$ cat src/rtl/atm_pkg.sv
// Shared types for the ATM ledger arbiter: operation codes, result codes,
// transaction FSM states and a small op-classification helper.
package atm_pkg;

    localparam int OP_W     = 3;
    localparam int STATUS_W = 3;

    typedef enum logic [OP_W-1:0] {
        OP_DEP  = 3'd0,
        OP_WDR  = 3'd1,
        OP_BAL  = 3'd2,
        OP_XFER = 3'd3,
        OP_EXIT = 3'd4
    } op_e;

    typedef enum logic [STATUS_W-1:0] {
        ST_OK       = 3'd0,
        ST_NSF      = 3'd1,
        ST_BAD_ACCT = 3'd2,
        ST_OVFL     = 3'd3,
        ST_LIMIT    = 3'd4,
        ST_BAD_OP   = 3'd5
    } status_e;

    typedef enum logic [2:0] {
        S_IDLE  = 3'd0,
        S_READ  = 3'd1,
        S_CHECK = 3'd2,
        S_WRITE = 3'd3,
        S_RESP  = 3'd4
    } state_e;

    // Operations that take money out of the source account.
    function automatic logic is_debit(input logic [OP_W-1:0] op_code);
        return (op_code == OP_WDR) || (op_code == OP_XFER);
    endfunction

endpackage

$ cat src/rtl/atm_rr_arbiter.sv
// Combinational round-robin arbiter: picks the first requester at or after
// rr_ptr (wrapping), returning a one-hot grant and its binary index.
module atm_rr_arbiter
    import atm_pkg::*;
#(
    parameter int N_REQ = 2,
    parameter int PTR_W = 1
) (
    input  logic [N_REQ-1:0] req,
    input  logic [PTR_W-1:0] rr_ptr,
    output logic [N_REQ-1:0] gnt,
    output logic [PTR_W-1:0] gnt_idx,
    output logic             any
);

    logic [2*N_REQ-1:0] req_dbl;
    logic [2*N_REQ-1:0] req_rot_full;
    logic [N_REQ-1:0]   req_rot;
    logic [N_REQ-1:0]   rot_gnt;
    logic [2*N_REQ-1:0] gnt_dbl;
    logic [PTR_W-1:0]   idx_acc [N_REQ+1];

    // Rotate so rr_ptr sits at bit 0, isolate the lowest set bit, rotate back.
    assign req_dbl      = {req, req};
    assign req_rot_full = req_dbl >> rr_ptr;
    assign req_rot      = req_rot_full[N_REQ-1:0];
    assign rot_gnt      = req_rot & ~(req_rot - N_REQ'(1));
    assign gnt_dbl      = {{N_REQ{1'b0}}, rot_gnt} << rr_ptr;
    assign gnt          = gnt_dbl[N_REQ-1:0] | gnt_dbl[2*N_REQ-1:N_REQ];
    assign any          = |req;

    // One-hot to binary by OR-accumulating each position's index.
    assign idx_acc[0] = '0;
    for (genvar gi = 0; gi < N_REQ; gi++) begin : g_enc
        assign idx_acc[gi+1] = idx_acc[gi] | ({PTR_W{gnt[gi]}} & PTR_W'(gi));
    end
    assign gnt_idx = idx_acc[N_REQ];

endmodule

$ cat src/rtl/atm_ledger_arbiter.sv
// Shared ATM ledger with round-robin access for N_REQ terminals. Each granted
// transaction runs IDLE -> READ -> CHECK -> WRITE -> RESP as one atomic
// read-check-write; this block is the only writer of account balances.
// Optional feature: define ATM_WDRAW_LIMIT_EN to add per-account cumulative
// withdraw/transfer-out counters and the LIMIT result.
module atm_ledger_arbiter
    import atm_pkg::*;
#(
    parameter int N_REQ        = 2,
    parameter int NUM_ACCTS    = 4,
    parameter int IDX_W        = 2,
    parameter int BAL_W        = 12,
    parameter int AMT_W        = 6,
    parameter int INIT_BALANCE = 100,
    parameter int WDRAW_LIMIT  = 40
) (
    input  logic                   clk,
    input  logic                   rst,
    input  logic [N_REQ-1:0]       req,
    input  logic [3*N_REQ-1:0]     op,
    input  logic [IDX_W*N_REQ-1:0] src_idx,
    input  logic [IDX_W*N_REQ-1:0] dst_idx,
    input  logic [AMT_W*N_REQ-1:0] amount,
    output logic [N_REQ-1:0]       gnt,
    output logic [N_REQ-1:0]       done,
    output logic [2:0]             status,
    output logic [BAL_W-1:0]       balance,
    output logic                   busy
);

    localparam int PTR_W = (N_REQ > 1) ? $clog2(N_REQ) : 1;
    localparam int SUM_W = BAL_W + 1;

    // Per-terminal views of the flat request buses.
    logic [OP_W-1:0]  op_arr  [N_REQ];
    logic [IDX_W-1:0] src_arr [N_REQ];
    logic [IDX_W-1:0] dst_arr [N_REQ];
    logic [AMT_W-1:0] amt_arr [N_REQ];

    for (genvar gi = 0; gi < N_REQ; gi++) begin : g_unpack
        assign op_arr[gi]  = op[gi*OP_W +: OP_W];
        assign src_arr[gi] = src_idx[gi*IDX_W +: IDX_W];
        assign dst_arr[gi] = dst_idx[gi*IDX_W +: IDX_W];
        assign amt_arr[gi] = amount[gi*AMT_W +: AMT_W];
    end

    state_e           state_reg, state_next;
    logic [PTR_W-1:0] rr_ptr_reg;
    logic [PTR_W-1:0] gidx_reg;
    logic [N_REQ-1:0] gnt_reg;
    logic [N_REQ-1:0] done_reg;
    logic [OP_W-1:0]  op_reg;
    logic [IDX_W-1:0] src_reg, dst_reg;
    logic [AMT_W-1:0] amt_reg;

    logic [N_REQ-1:0] arb_gnt;
    logic [PTR_W-1:0] arb_idx;
    logic             arb_any;

    atm_rr_arbiter #(
        .N_REQ (N_REQ),
        .PTR_W (PTR_W)
    ) u_arb (
        .req     (req),
        .rr_ptr  (rr_ptr_reg),
        .gnt     (arb_gnt),
        .gnt_idx (arb_idx),
        .any     (arb_any)
    );

    // State register.
    always_ff @(posedge clk) begin
        if (rst) state_reg <= S_IDLE;
        else     state_reg <= state_next;
    end

    // Fixed five-step sequence; only IDLE waits for a request.
    always_comb begin
        state_next = state_reg;
        case (state_reg)
            S_IDLE:  if (arb_any) state_next = S_READ;
            S_READ:  state_next = S_CHECK;
            S_CHECK: state_next = S_WRITE;
            S_WRITE: state_next = S_RESP;
            S_RESP:  state_next = S_IDLE;
            default: state_next = S_IDLE;
        endcase
    end

    // Grant and latch the winner's fields; the terminal may change them afterwards.
    always_ff @(posedge clk) begin
        if (rst) begin
            gnt_reg    <= '0;
            gidx_reg   <= '0;
            rr_ptr_reg <= '0;
            op_reg     <= '0;
            src_reg    <= '0;
            dst_reg    <= '0;
            amt_reg    <= '0;
        end else if (state_reg == S_IDLE && arb_any) begin
            gnt_reg  <= arb_gnt;
            gidx_reg <= arb_idx;
            op_reg   <= op_arr[arb_idx];
            src_reg  <= src_arr[arb_idx];
            dst_reg  <= dst_arr[arb_idx];
            amt_reg  <= amt_arr[arb_idx];
        end else if (state_reg == S_RESP) begin
            gnt_reg    <= '0;
            rr_ptr_reg <= (int'(gidx_reg) == N_REQ - 1) ? '0 : gidx_reg + PTR_W'(1);
        end
    end

    logic src_ok, dst_ok;
    assign src_ok = int'(src_reg) < NUM_ACCTS;
    assign dst_ok = int'(dst_reg) < NUM_ACCTS;

    logic [BAL_W-1:0] ledger_q [NUM_ACCTS];
    logic [BAL_W-1:0] src_bal_reg, dst_bal_reg;

`ifdef ATM_WDRAW_LIMIT_EN
    logic [BAL_W-1:0] cnt_q [NUM_ACCTS];
    logic [BAL_W-1:0] cnt_src_reg;

    // Snapshot the source account's running withdrawal total.
    always_ff @(posedge clk) begin
        if (rst)                     cnt_src_reg <= '0;
        else if (state_reg == S_READ) cnt_src_reg <= src_ok ? cnt_q[src_reg] : '0;
    end
`endif

    // Snapshot both balances; out-of-range indices read as zero.
    always_ff @(posedge clk) begin
        if (rst) begin
            src_bal_reg <= '0;
            dst_bal_reg <= '0;
        end else if (state_reg == S_READ) begin
            src_bal_reg <= src_ok ? ledger_q[src_reg] : '0;
            dst_bal_reg <= dst_ok ? ledger_q[dst_reg] : '0;
        end
    end

    logic             is_dep, is_xfer, is_debit_op;
    logic [SUM_W-1:0] amt_ext, src_ext, src_sum, dst_sum;
    status_e          chk_status;
    logic [BAL_W-1:0] new_src, new_dst, resp_bal;

    assign is_dep      = (op_reg == OP_DEP);
    assign is_xfer     = (op_reg == OP_XFER);
    assign is_debit_op = is_debit(op_reg);
    assign amt_ext     = SUM_W'(amt_reg);
    assign src_ext     = SUM_W'(src_bal_reg);
    assign src_sum     = src_ext + amt_ext;
    assign dst_sum     = SUM_W'(dst_bal_reg) + amt_ext;

`ifdef ATM_WDRAW_LIMIT_EN
    logic [SUM_W-1:0] cnt_sum;
    assign cnt_sum = SUM_W'(cnt_src_reg) + amt_ext;
`endif

    // Result code with first-match priority, plus the post-write values.
    always_comb begin
        chk_status = ST_OK;
        new_src    = src_bal_reg;
        new_dst    = dst_bal_reg;
        resp_bal   = '0;
        if (op_reg > OP_EXIT) begin
            chk_status = ST_BAD_OP;
        end else if (!src_ok || (is_xfer && (!dst_ok || dst_reg == src_reg))) begin
            chk_status = ST_BAD_ACCT;
        end else if (is_debit_op && (amt_ext > src_ext)) begin
            chk_status = ST_NSF;
`ifdef ATM_WDRAW_LIMIT_EN
        end else if (is_debit_op && (cnt_sum > SUM_W'(WDRAW_LIMIT))) begin
            chk_status = ST_LIMIT;
`endif
        end else if ((is_dep && src_sum[BAL_W]) || (is_xfer && dst_sum[BAL_W])) begin
            chk_status = ST_OVFL;
        end
        if (chk_status == ST_OK) begin
            if (is_dep)      new_src = src_sum[BAL_W-1:0];
            if (is_debit_op) new_src = src_bal_reg - BAL_W'(amt_reg);
            if (is_xfer)     new_dst = dst_sum[BAL_W-1:0];
        end
        if (chk_status == ST_BAD_ACCT || op_reg == OP_EXIT) resp_bal = '0;
        else                                                resp_bal = new_src;
    end

    status_e          chk_status_reg;
    logic [BAL_W-1:0] new_src_reg, new_dst_reg, resp_bal_reg;
    logic             wr_src_reg, wr_dst_reg, wr_cnt_reg;

    // Register the decision so WRITE only has to commit it.
    always_ff @(posedge clk) begin
        if (rst) begin
            chk_status_reg <= ST_OK;
            new_src_reg    <= '0;
            new_dst_reg    <= '0;
            resp_bal_reg   <= '0;
            wr_src_reg     <= 1'b0;
            wr_dst_reg     <= 1'b0;
            wr_cnt_reg     <= 1'b0;
        end else if (state_reg == S_CHECK) begin
            chk_status_reg <= chk_status;
            new_src_reg    <= new_src;
            new_dst_reg    <= new_dst;
            resp_bal_reg   <= resp_bal;
            wr_src_reg     <= (chk_status == ST_OK) && (is_dep || is_debit_op);
            wr_dst_reg     <= (chk_status == ST_OK) && is_xfer;
            wr_cnt_reg     <= (chk_status == ST_OK) && is_debit_op;
        end
    end

    // One balance register per account; XFER updates two of them in the same cycle.
    for (genvar gi = 0; gi < NUM_ACCTS; gi++) begin : g_acct
        logic [BAL_W-1:0] bal_reg;

        // Commit the new balance when this account is the write target.
        always_ff @(posedge clk) begin
            if (rst) begin
                bal_reg <= BAL_W'(INIT_BALANCE);
            end else if (state_reg == S_WRITE) begin
                if (wr_dst_reg && int'(dst_reg) == gi)      bal_reg <= new_dst_reg;
                else if (wr_src_reg && int'(src_reg) == gi) bal_reg <= new_src_reg;
            end
        end
        assign ledger_q[gi] = bal_reg;

`ifdef ATM_WDRAW_LIMIT_EN
        logic [BAL_W-1:0] cnt_reg;

        // Accumulate successful outflows from this account.
        always_ff @(posedge clk) begin
            if (rst) begin
                cnt_reg <= '0;
            end else if (state_reg == S_WRITE && wr_cnt_reg && int'(src_reg) == gi) begin
                cnt_reg <= cnt_reg + BAL_W'(amt_reg);
            end
        end
        assign cnt_q[gi] = cnt_reg;
`endif
    end

    status_e          status_reg;
    logic [BAL_W-1:0] balance_reg;

    // Response: done pulses during RESP, status and balance hold until the next one.
    always_ff @(posedge clk) begin
        if (rst) begin
            done_reg    <= '0;
            status_reg  <= ST_OK;
            balance_reg <= '0;
        end else begin
            done_reg <= '0;
            if (state_reg == S_WRITE) begin
                done_reg    <= gnt_reg;
                status_reg  <= chk_status_reg;
                balance_reg <= resp_bal_reg;
            end
        end
    end

    assign gnt     = gnt_reg;
    assign done    = done_reg;
    assign status  = status_reg;
    assign balance = balance_reg;
    assign busy    = (state_reg != S_IDLE);

endmodule

$ cat config.mk
export PLATFORM = sky130hd
export DESIGN_NAME = atm_ledger_arbiter
export DESIGN_NICKNAME = d
export VERILOG_FILES = /design/src/rtl/atm_pkg.sv /design/src/rtl/atm_rr_arbiter.sv /design/src/rtl/atm_ledger_arbiter.sv
export SDC_FILE = /design/constraint.sdc
export NUM_CORES = 1
export LEC_CHECK = 0
export CORE_MARGIN = 4
export CORE_UTILIZATION = 35
export CTS_CLUSTER_DIAMETER = 30
export DETAILED_ROUTE_END_ITERATION = 10
export DONT_BUFFER_PORTS = 1
export GPL_ROUTABILITY_DRIVEN = 0
export SYNTH_ARGS = -nofsm -noshare
export SYNTH_HDL_FRONTEND = slang
export SYNTH_SLANG_ARGS = --single-unit
$ cat constraint.sdc
create_clock -name clk -period 4.8 [get_ports clk]
set_clock_uncertainty 0.05 [all_clocks]
set_input_delay 0.72 -clock clk [delete_from_list [all_inputs] [get_ports clk]]
set_output_delay 0.72 -clock clk [all_outputs]
set_load 0.01 [all_outputs]
* Word-level counts from Yosys, hierarchy flattened
Cells that the tools add are included.
** Word-level totals
- Logic and storage cells :: 137
- Input port bits :: 30
- Output and inout bits :: 20
- Register bits :: 150
** Cells by class
- Order comparisons :: 5
- Multiplexer cells :: 41
- Shift-type cells :: 2
- Reductions and logical operators :: 37
- Add/subtract/negate cells :: 5
- Equal/unequal tests :: 16
- Bitwise operators :: 8
** Operator list (number)
- $mux W12 :: 18
- $bmux W12 S2 :: 2
- $add A12 B6 Y13 :: 2
- $mux W2 :: 11
- $mux W6 :: 3
- $logic_and A1 B1 Y1 :: 15
- $mux W3 :: 5
- $eq A3 B2 Y1 const B :: 4
- $gt A6 B12 Y1 :: 1
- $pmux W3 S4 :: 1
- $sub A12 B6 Y12 :: 1
- $reduce_and A2 Y1 :: 5
- $reduce_bool A2 Y1 :: 5
- $logic_not A3 Y1 :: 3
- $eq A2 B2 Y1 const B :: 4
- $eq A3 B1 Y1 const B :: 2
- $eq A3 B3 Y1 const B :: 2
- $ge A3 B3 Y1 const B :: 2
- $not A2 Y3 :: 2
- $eq A2 B1 Y1 const B :: 2
- $logic_not A2 Y1 :: 2
- $logic_or A1 B1 Y1 :: 4
- $reduce_or A2 Y1 :: 2
- $shl A2 B1 Y4 :: 1
- 14 further kinds :: 15

* Logic depth before layout (Yosys ltp)
- Word-level depth :: 10
- Mapped depth :: 11

* Cells and area by module
A second synthesis with hierarchy kept.
** Unflattened totals
- Cells, all modules :: 882
- Area, all modules :: 7867.5 um2
** Modules (own cells, without submodules)
- atm_ledger_arbiter :: area an instance 7835.0 um2, cells an instance 877, times used 1, seq. area each 3002.9 um2
- atm_rr_arbiter :: area an instance 32.5 um2, cells an instance 5, times used 1, seq. area each 0.0 um2

* Worst setup path after synthesis
No wires, ideal clock.
- Kind :: register -> register
- From :: register src_bal_reg[0]
- To :: register resp_bal_reg[2]
- Cell stages (with the launch flop) :: 11
- Data arrival time :: 2.463 ns
- Clock period less this slack :: 2.630 ns
- Setup slack :: 2.170 ns
- Path through :: dfxtp_1 -> inv_1 -> ha_1 -> fa_1 -> and2b_1 -> o2111ai_1 -> and3_2 -> a2111oi_2 -> nand2_4 -> a22o_1 -> a22o_1
** On the way
- Longest elaborated chain between the ends :: 10
- Elaborated cells between the ends (all ways) :: 17
** RTL lines
- start: declaration :: line atm_ledger_arbiter.sv:118 : logic [BAL_W-1:0] src_bal_reg, dst_bal_reg;
- start signal: assignment :: line atm_ledger_arbiter.sv:137 : src_bal_reg <= src_ok ? ledger_q[src_reg] : '0;
- $add A12 B6 Y13 :: line atm_ledger_arbiter.sv:152 : assign src_sum = src_ext + amt_ext;
- $logic_and A1 B1 Y1 :: line atm_ledger_arbiter.sv:176 : end else if ((is_dep && src_sum[BAL_W]) || (is_xfer && dst_sum[BAL_W])) begin
- $logic_or A1 B1 Y1 :: line atm_ledger_arbiter.sv:176
- $mux W2 :: line atm_ledger_arbiter.sv:176
- $mux W2 :: line atm_ledger_arbiter.sv:170 : end else if (is_debit_op && (amt_ext > src_ext)) begin
- $mux W2 :: line atm_ledger_arbiter.sv:168 : end else if (!src_ok || (is_xfer && (!dst_ok || dst_reg == src_reg))) begin
- $mux W3 :: line atm_ledger_arbiter.sv:166 : if (op_reg > OP_EXIT) begin
- $logic_not A3 Y1 or $eq A3 B2 Y1 (tied branches)
- $mux W12 or $logic_or A1 B1 Y1 (tied branches) :: line atm_ledger_arbiter.sv:179, atm_ledger_arbiter.sv:184
- $mux W12 * :: line atm_ledger_arbiter.sv:184 : if (chk_status == ST_BAD_ACCT || op_reg == OP_EXIT) resp_bal = '0;
- end signal: assignment :: line atm_ledger_arbiter.sv:206 : resp_bal_reg <= resp_bal;
- end: declaration :: line atm_ledger_arbiter.sv:189 : logic [BAL_W-1:0] new_src_reg, new_dst_reg, resp_bal_reg;
Mark *: on every way between the ends. The rest lies on a longest branch, timed or not.
A chain may end at the register's enable or synchronous reset.

* Worst setup path after layout
- From :: register amt_reg[2]
- To :: register new_dst_reg[6]
** On the way
- Longest elaborated chain between the ends :: 9
- Elaborated cells between the ends (all ways) :: 14
** RTL lines
- start: declaration :: line atm_ledger_arbiter.sv:54 : logic [AMT_W-1:0] amt_reg;
- start signal: assignment :: line atm_ledger_arbiter.sv:106 : amt_reg <= amt_arr[arb_idx];
- $add A12 B6 Y13 (on tied branches) :: line atm_ledger_arbiter.sv:152, atm_ledger_arbiter.sv:153
- $logic_and A1 B1 Y1 :: line atm_ledger_arbiter.sv:176
- $logic_or A1 B1 Y1 :: line atm_ledger_arbiter.sv:176
- $mux W2 :: line atm_ledger_arbiter.sv:176
- $mux W2 :: line atm_ledger_arbiter.sv:170
- $mux W2 :: line atm_ledger_arbiter.sv:168
- $mux W3 :: line atm_ledger_arbiter.sv:166
- $logic_not A3 Y1
- $mux W12 * :: line atm_ledger_arbiter.sv:179 : if (chk_status == ST_OK) begin
- end signal: assignment :: line atm_ledger_arbiter.sv:205 : new_dst_reg <= new_dst;
- end: declaration :: line atm_ledger_arbiter.sv:189
Marks and branches as above.

==> impl_metrics.json <==
{
  "status": "complete, no violations",
  "min_to": "amt_reg[5]",
  "drv_cap": 0,
  "syn_area_sq_mm": 0.00789,
  "routed_wl_um": 20300,
  "drtAntennaViolNets": 0,
  "largest_reg_flops": 48,
  "seq_area_sq_mm": 0.00300,
  "syn_area_per_cell_sq_um": 9.07,
  "drc": 0,
  "ctsHoldBuffers": 0,
  "overflow": 0,
  "synth.distinct_cells": 77,
  "startpoint_type": "register",
  "hpwl_um": 13900,
  "fillCellCount": 2189,
  "start_util": 0.358,
  "via_count": 6209,
  "clkSlewWorstSetupHoldPaths_ps": 60,
  "antennaDiodeCount": 0,
  "min_period_over_period": 0.597,
  "tightest_slew_ps": 955,
  "clkPwrFrac": 0.414,
  "die_area_sq_mm": 0.0250,
  "numCtsBuffers": 17,
  "period_minus_slack_ps": 2860,
  "powerDensity_mw_per_mm2": 377,
  "synth_flop_cell": "dfxtp_1",
  "grt_pass1_vias": 5770,
  "rsz0062_at_grt": "false",
  "via_per_inst": 5.48,
  "worstHoldStart": "rst",
  "vdd_drop_max_mv": 0.245,
  "r2r-start": "amt_reg[2]",
  "setup_viol": 0,
  "final_nets": 892,
  "required_ps": 5030,
  "place_inst": 1102,
  "clock_sinks": 150,
  "dieHeight_um": 158,
  "drt-pass1-iter-count": 4,
  "p_sw_uw": 944,
  "p_int_uw": 2330,
  "synthCells": 870,
  "worstPathArrival_ps": 3100,
  "drv_slew": 0,
  "io_buffer_count": 0,
  "p_sw_frac": 0.289,
  "r2r_setup_slack_ps": 1940,
  "holdWs_ps": 320,
  "area_growth_pct": 9.92,
  "cts_root_buffer": "clkbuf_16",
  "timing.rr.end": "new_dst_reg[6]",
  "clockBufferDepth": 2,
  "power_frac_seq": 0.430,
  "io_pins": 50,
  "ys.warnings.count": 0,
  "crit_path_end_kind": "register",
  "hold_violations": 0,
  "post-route-util": 0.394,
  "crit_type": "register to register",
  "wire_per_inst_um": 17.9,
  "syn-num-nets": 921,
  "async_flop_share": 0,
  "cts_tree": "yes",
  "max_slew_margin": 0.361,
  "htreeDepth": 4,
  "globalRouteTotalUtil": 0.166,
  "hold_path_depth": 1,
  "total_power_uw": 3270,
  "combinationalPowerShare": 0.156,
  "drtIter0Drc": 317,
  "layout.cells.non_filler": 1134,
  "antenna_found_initial": 0,
  "path_max_fanout": 13,
  "grt_pass1_wl_um": 32300,
  "power_leakage_uw": 0.00315,
  "synth_edf_count": 0,
  "holdCritPathClass": "input pin to register",
  "yosysSeqAreaShare": 0.380,
  "grt_max_degree": 131,
  "fmax_mhz": 349,
  "clk_latency_ps": 430,
  "drive_above_1_share": 0.118,
  "cts_resized": 0,
  "path_cells": "inv_1, ha_1, nor2b_1, o31ai_4, o41a_1, o22ai_4, nor3_1, xnor2_1, a211oi_1",
  "multi_input_area_sq_mm": 0.00453,
  "crit_path_max_incr_delay_ps": 450,
  "cts_setup_buffers": 0,
  "crit_slowest_cell": "o22ai_4",
  "die_x_um": 158,
  "std_cell_rows": 54,
  "synth-seq-cells": 150,
  "r2r_cells": 9,
  "tns_ps": 0,
  "core_area_sq_mm": 0.0220
}
-- metal layers --
metal  up-vias  global-route usage  share of wire
met5         -                   0              0
met4         0              0.0593          0.021
met3        30              0.0317          0.044
met2       134               0.257           0.46
met1      2973               0.233           0.48
li1       3072                   -              -
-- power groups by stage --
stage / clock [uW] / combinational, uW / sequential (uW)
after floorplan: 0 / 463 / 1370
after detailed placement: 0 / 508 / 1430
after global routing: 1430 / 565 / 1410
after global placement: 0 / 502 / 1430
after CTS: 1370 / 510 / 1400
final: 1350 / 508 / 1410
-- layout by cell type, fill, tap and decap left out, types with 4 or more instances in the layout --
| master | Yosys | layout |
|---|---|---|
| dfxtp_1 | 150 | 150 |
| nand2_1 | 119 | 119 |
| nor2_1 | 90 | 90 |
| mux2i_1 | 67 | 67 |
| a211oi_1 | 67 | 67 |
| a21oi_1 | 55 | 55 |
| o21ai_0 | 35 | 35 |
| mux4_2 | 24 | 24 |
| ha_1 | 18 | 18 |
| buf_4 | 8 | 18 |
| inv_1 | 17 | 17 |
| clkbuf_16 | 0 | 17 |
| xnor2_1 | 16 | 16 |
| nand2b_1 | 15 | 15 |
| nor3_1 | 10 | 10 |
| nand3_1 | 9 | 9 |
| o21ai_1 | 6 | 6 |
| nor2b_1 | 6 | 6 |
| xor2_1 | 6 | 6 |
| nand3b_1 | 6 | 6 |
| a22o_1 | 5 | 5 |
| clkinv_2 | 0 | 5 |
| a21o_1 | 4 | 4 |
| nor4_1 | 5 | 4 |
| and2_1 | 4 | 4 |
| clkinv_4 | 0 | 4 |
-- synth_stat cells, types with 2 or more instances --
| master | number | area [sq um] |
|---|---|---|
| dfxtp_1 | 150 | 3000 |
| nand2_1 | 119 | 447 |
| nor2_1 | 90 | 338 |
| a211oi_1 | 67 | 503 |
| mux2i_1 | 67 | 671 |
| a21oi_1 | 55 | 275 |
| clkbuf_1 | 44 | 165 |
| o21ai_0 | 35 | 175 |
| mux4_2 | 24 | 541 |
| ha_1 | 18 | 225 |
| inv_1 | 17 | 63.8 |
| xnor2_1 | 16 | 140 |
| nand2b_1 | 15 | 93.8 |
| nor3_1 | 10 | 50.1 |
| nand3_1 | 9 | 45.0 |
| buf_4 | 8 | 60.1 |
| buf_2 | 7 | 35.0 |
| nand3b_1 | 6 | 45.0 |
| nor2b_1 | 6 | 37.5 |
| o21ai_1 | 6 | 30.0 |
| xor2_1 | 6 | 52.6 |
| a22o_1 | 5 | 43.8 |
| nor4_1 | 5 | 31.3 |
| a21o_1 | 4 | 30.0 |
| and2_1 | 4 | 25.0 |
| buf_1 | 4 | 15.0 |
| a211o_1 | 3 | 26.3 |
| a32oi_1 | 3 | 26.3 |
| buf_6 | 3 | 33.8 |
| fa_1 | 3 | 60.1 |
| nor3b_1 | 3 | 22.5 |
| a2111oi_2 | 2 | 30.0 |
| a211oi_2 | 2 | 25.0 |
| a22oi_1 | 2 | 15.0 |
| a311oi_2 | 2 | 30.0 |
| and2b_1 | 2 | 15.0 |
| and3_1 | 2 | 12.5 |
| nand4_1 | 2 | 12.5 |
| nor3_2 | 2 | 20.0 |
| o21ai_2 | 2 | 17.5 |
| o22a_1 | 2 | 17.5 |
| o31a_1 | 2 | 17.5 |
| or3b_2 | 2 | 17.5 |
-- stage by stage --
stage | setup slack, ps | instance area, sq um
final | 1940 | 8680
after global routing | 1700 | 8680
after CTS | 1930 | 8680
after detailed placement | 1940 | 8090
after global placement | 1980 | 8090
after floorplan | 2170 | 7890
-- cells by family after synthesis --
group,Yosys count,share of synthesized area
AND/OR/NAND/NOR,290,0.169
AO/OA/AOI/OAI,213,0.189
flip-flops,150,0.380
multiplexers,91,0.153
buffers and inverters,83,0.0472
XOR/XNOR,22,0.0244
adder cells (fa/ha/maj),21,0.0361
-- worst max-delay path by stage --
| stage | to | start |
|---|---|---|
| 2_1_floorplan | resp_bal_reg[2] | src_bal_reg[0] |
| 3_3_place_gp | new_dst_reg[6] | amt_reg[2] |
| 3_5_place_dp | resp_bal_reg[2] | src_bal_reg[0] |
| 4_1_cts | resp_bal_reg[2] | src_bal_reg[0] |
| 5_1_grt | g_acct[1].bal_reg[7] | state_reg[1] |
| 6_report | new_dst_reg[6] | amt_reg[2] |
-- worst max-delay path: cells and delay by family (launching register included) --
| family | cells | cell delay, ps |
|---|---|---|
| AO/OA/AOI/OAI | 4 | 1080 |
| AND/OR/NAND/NOR | 2 | 420 |
| flip-flops | 1 | 400 |
| adder cells (fa/ha/maj) | 1 | 390 |
| XOR/XNOR | 1 | 310 |
| buffers and inverters | 1 | 60 |
-- cell type report --
class / instances / area share
Inverter: 17 / 0.00736
Tap cell: 280 / 0.0404
Multi-Input combinational cell: 637 / 0.522
Clock inverter: 13 / 0.0182
Sequential cell: 150 / 0.346
Timing Repair Buffer: 18 / 0.0156
Clock buffer: 19 / 0.0499
No activity file was read; power rests on OpenSTA's default activity.
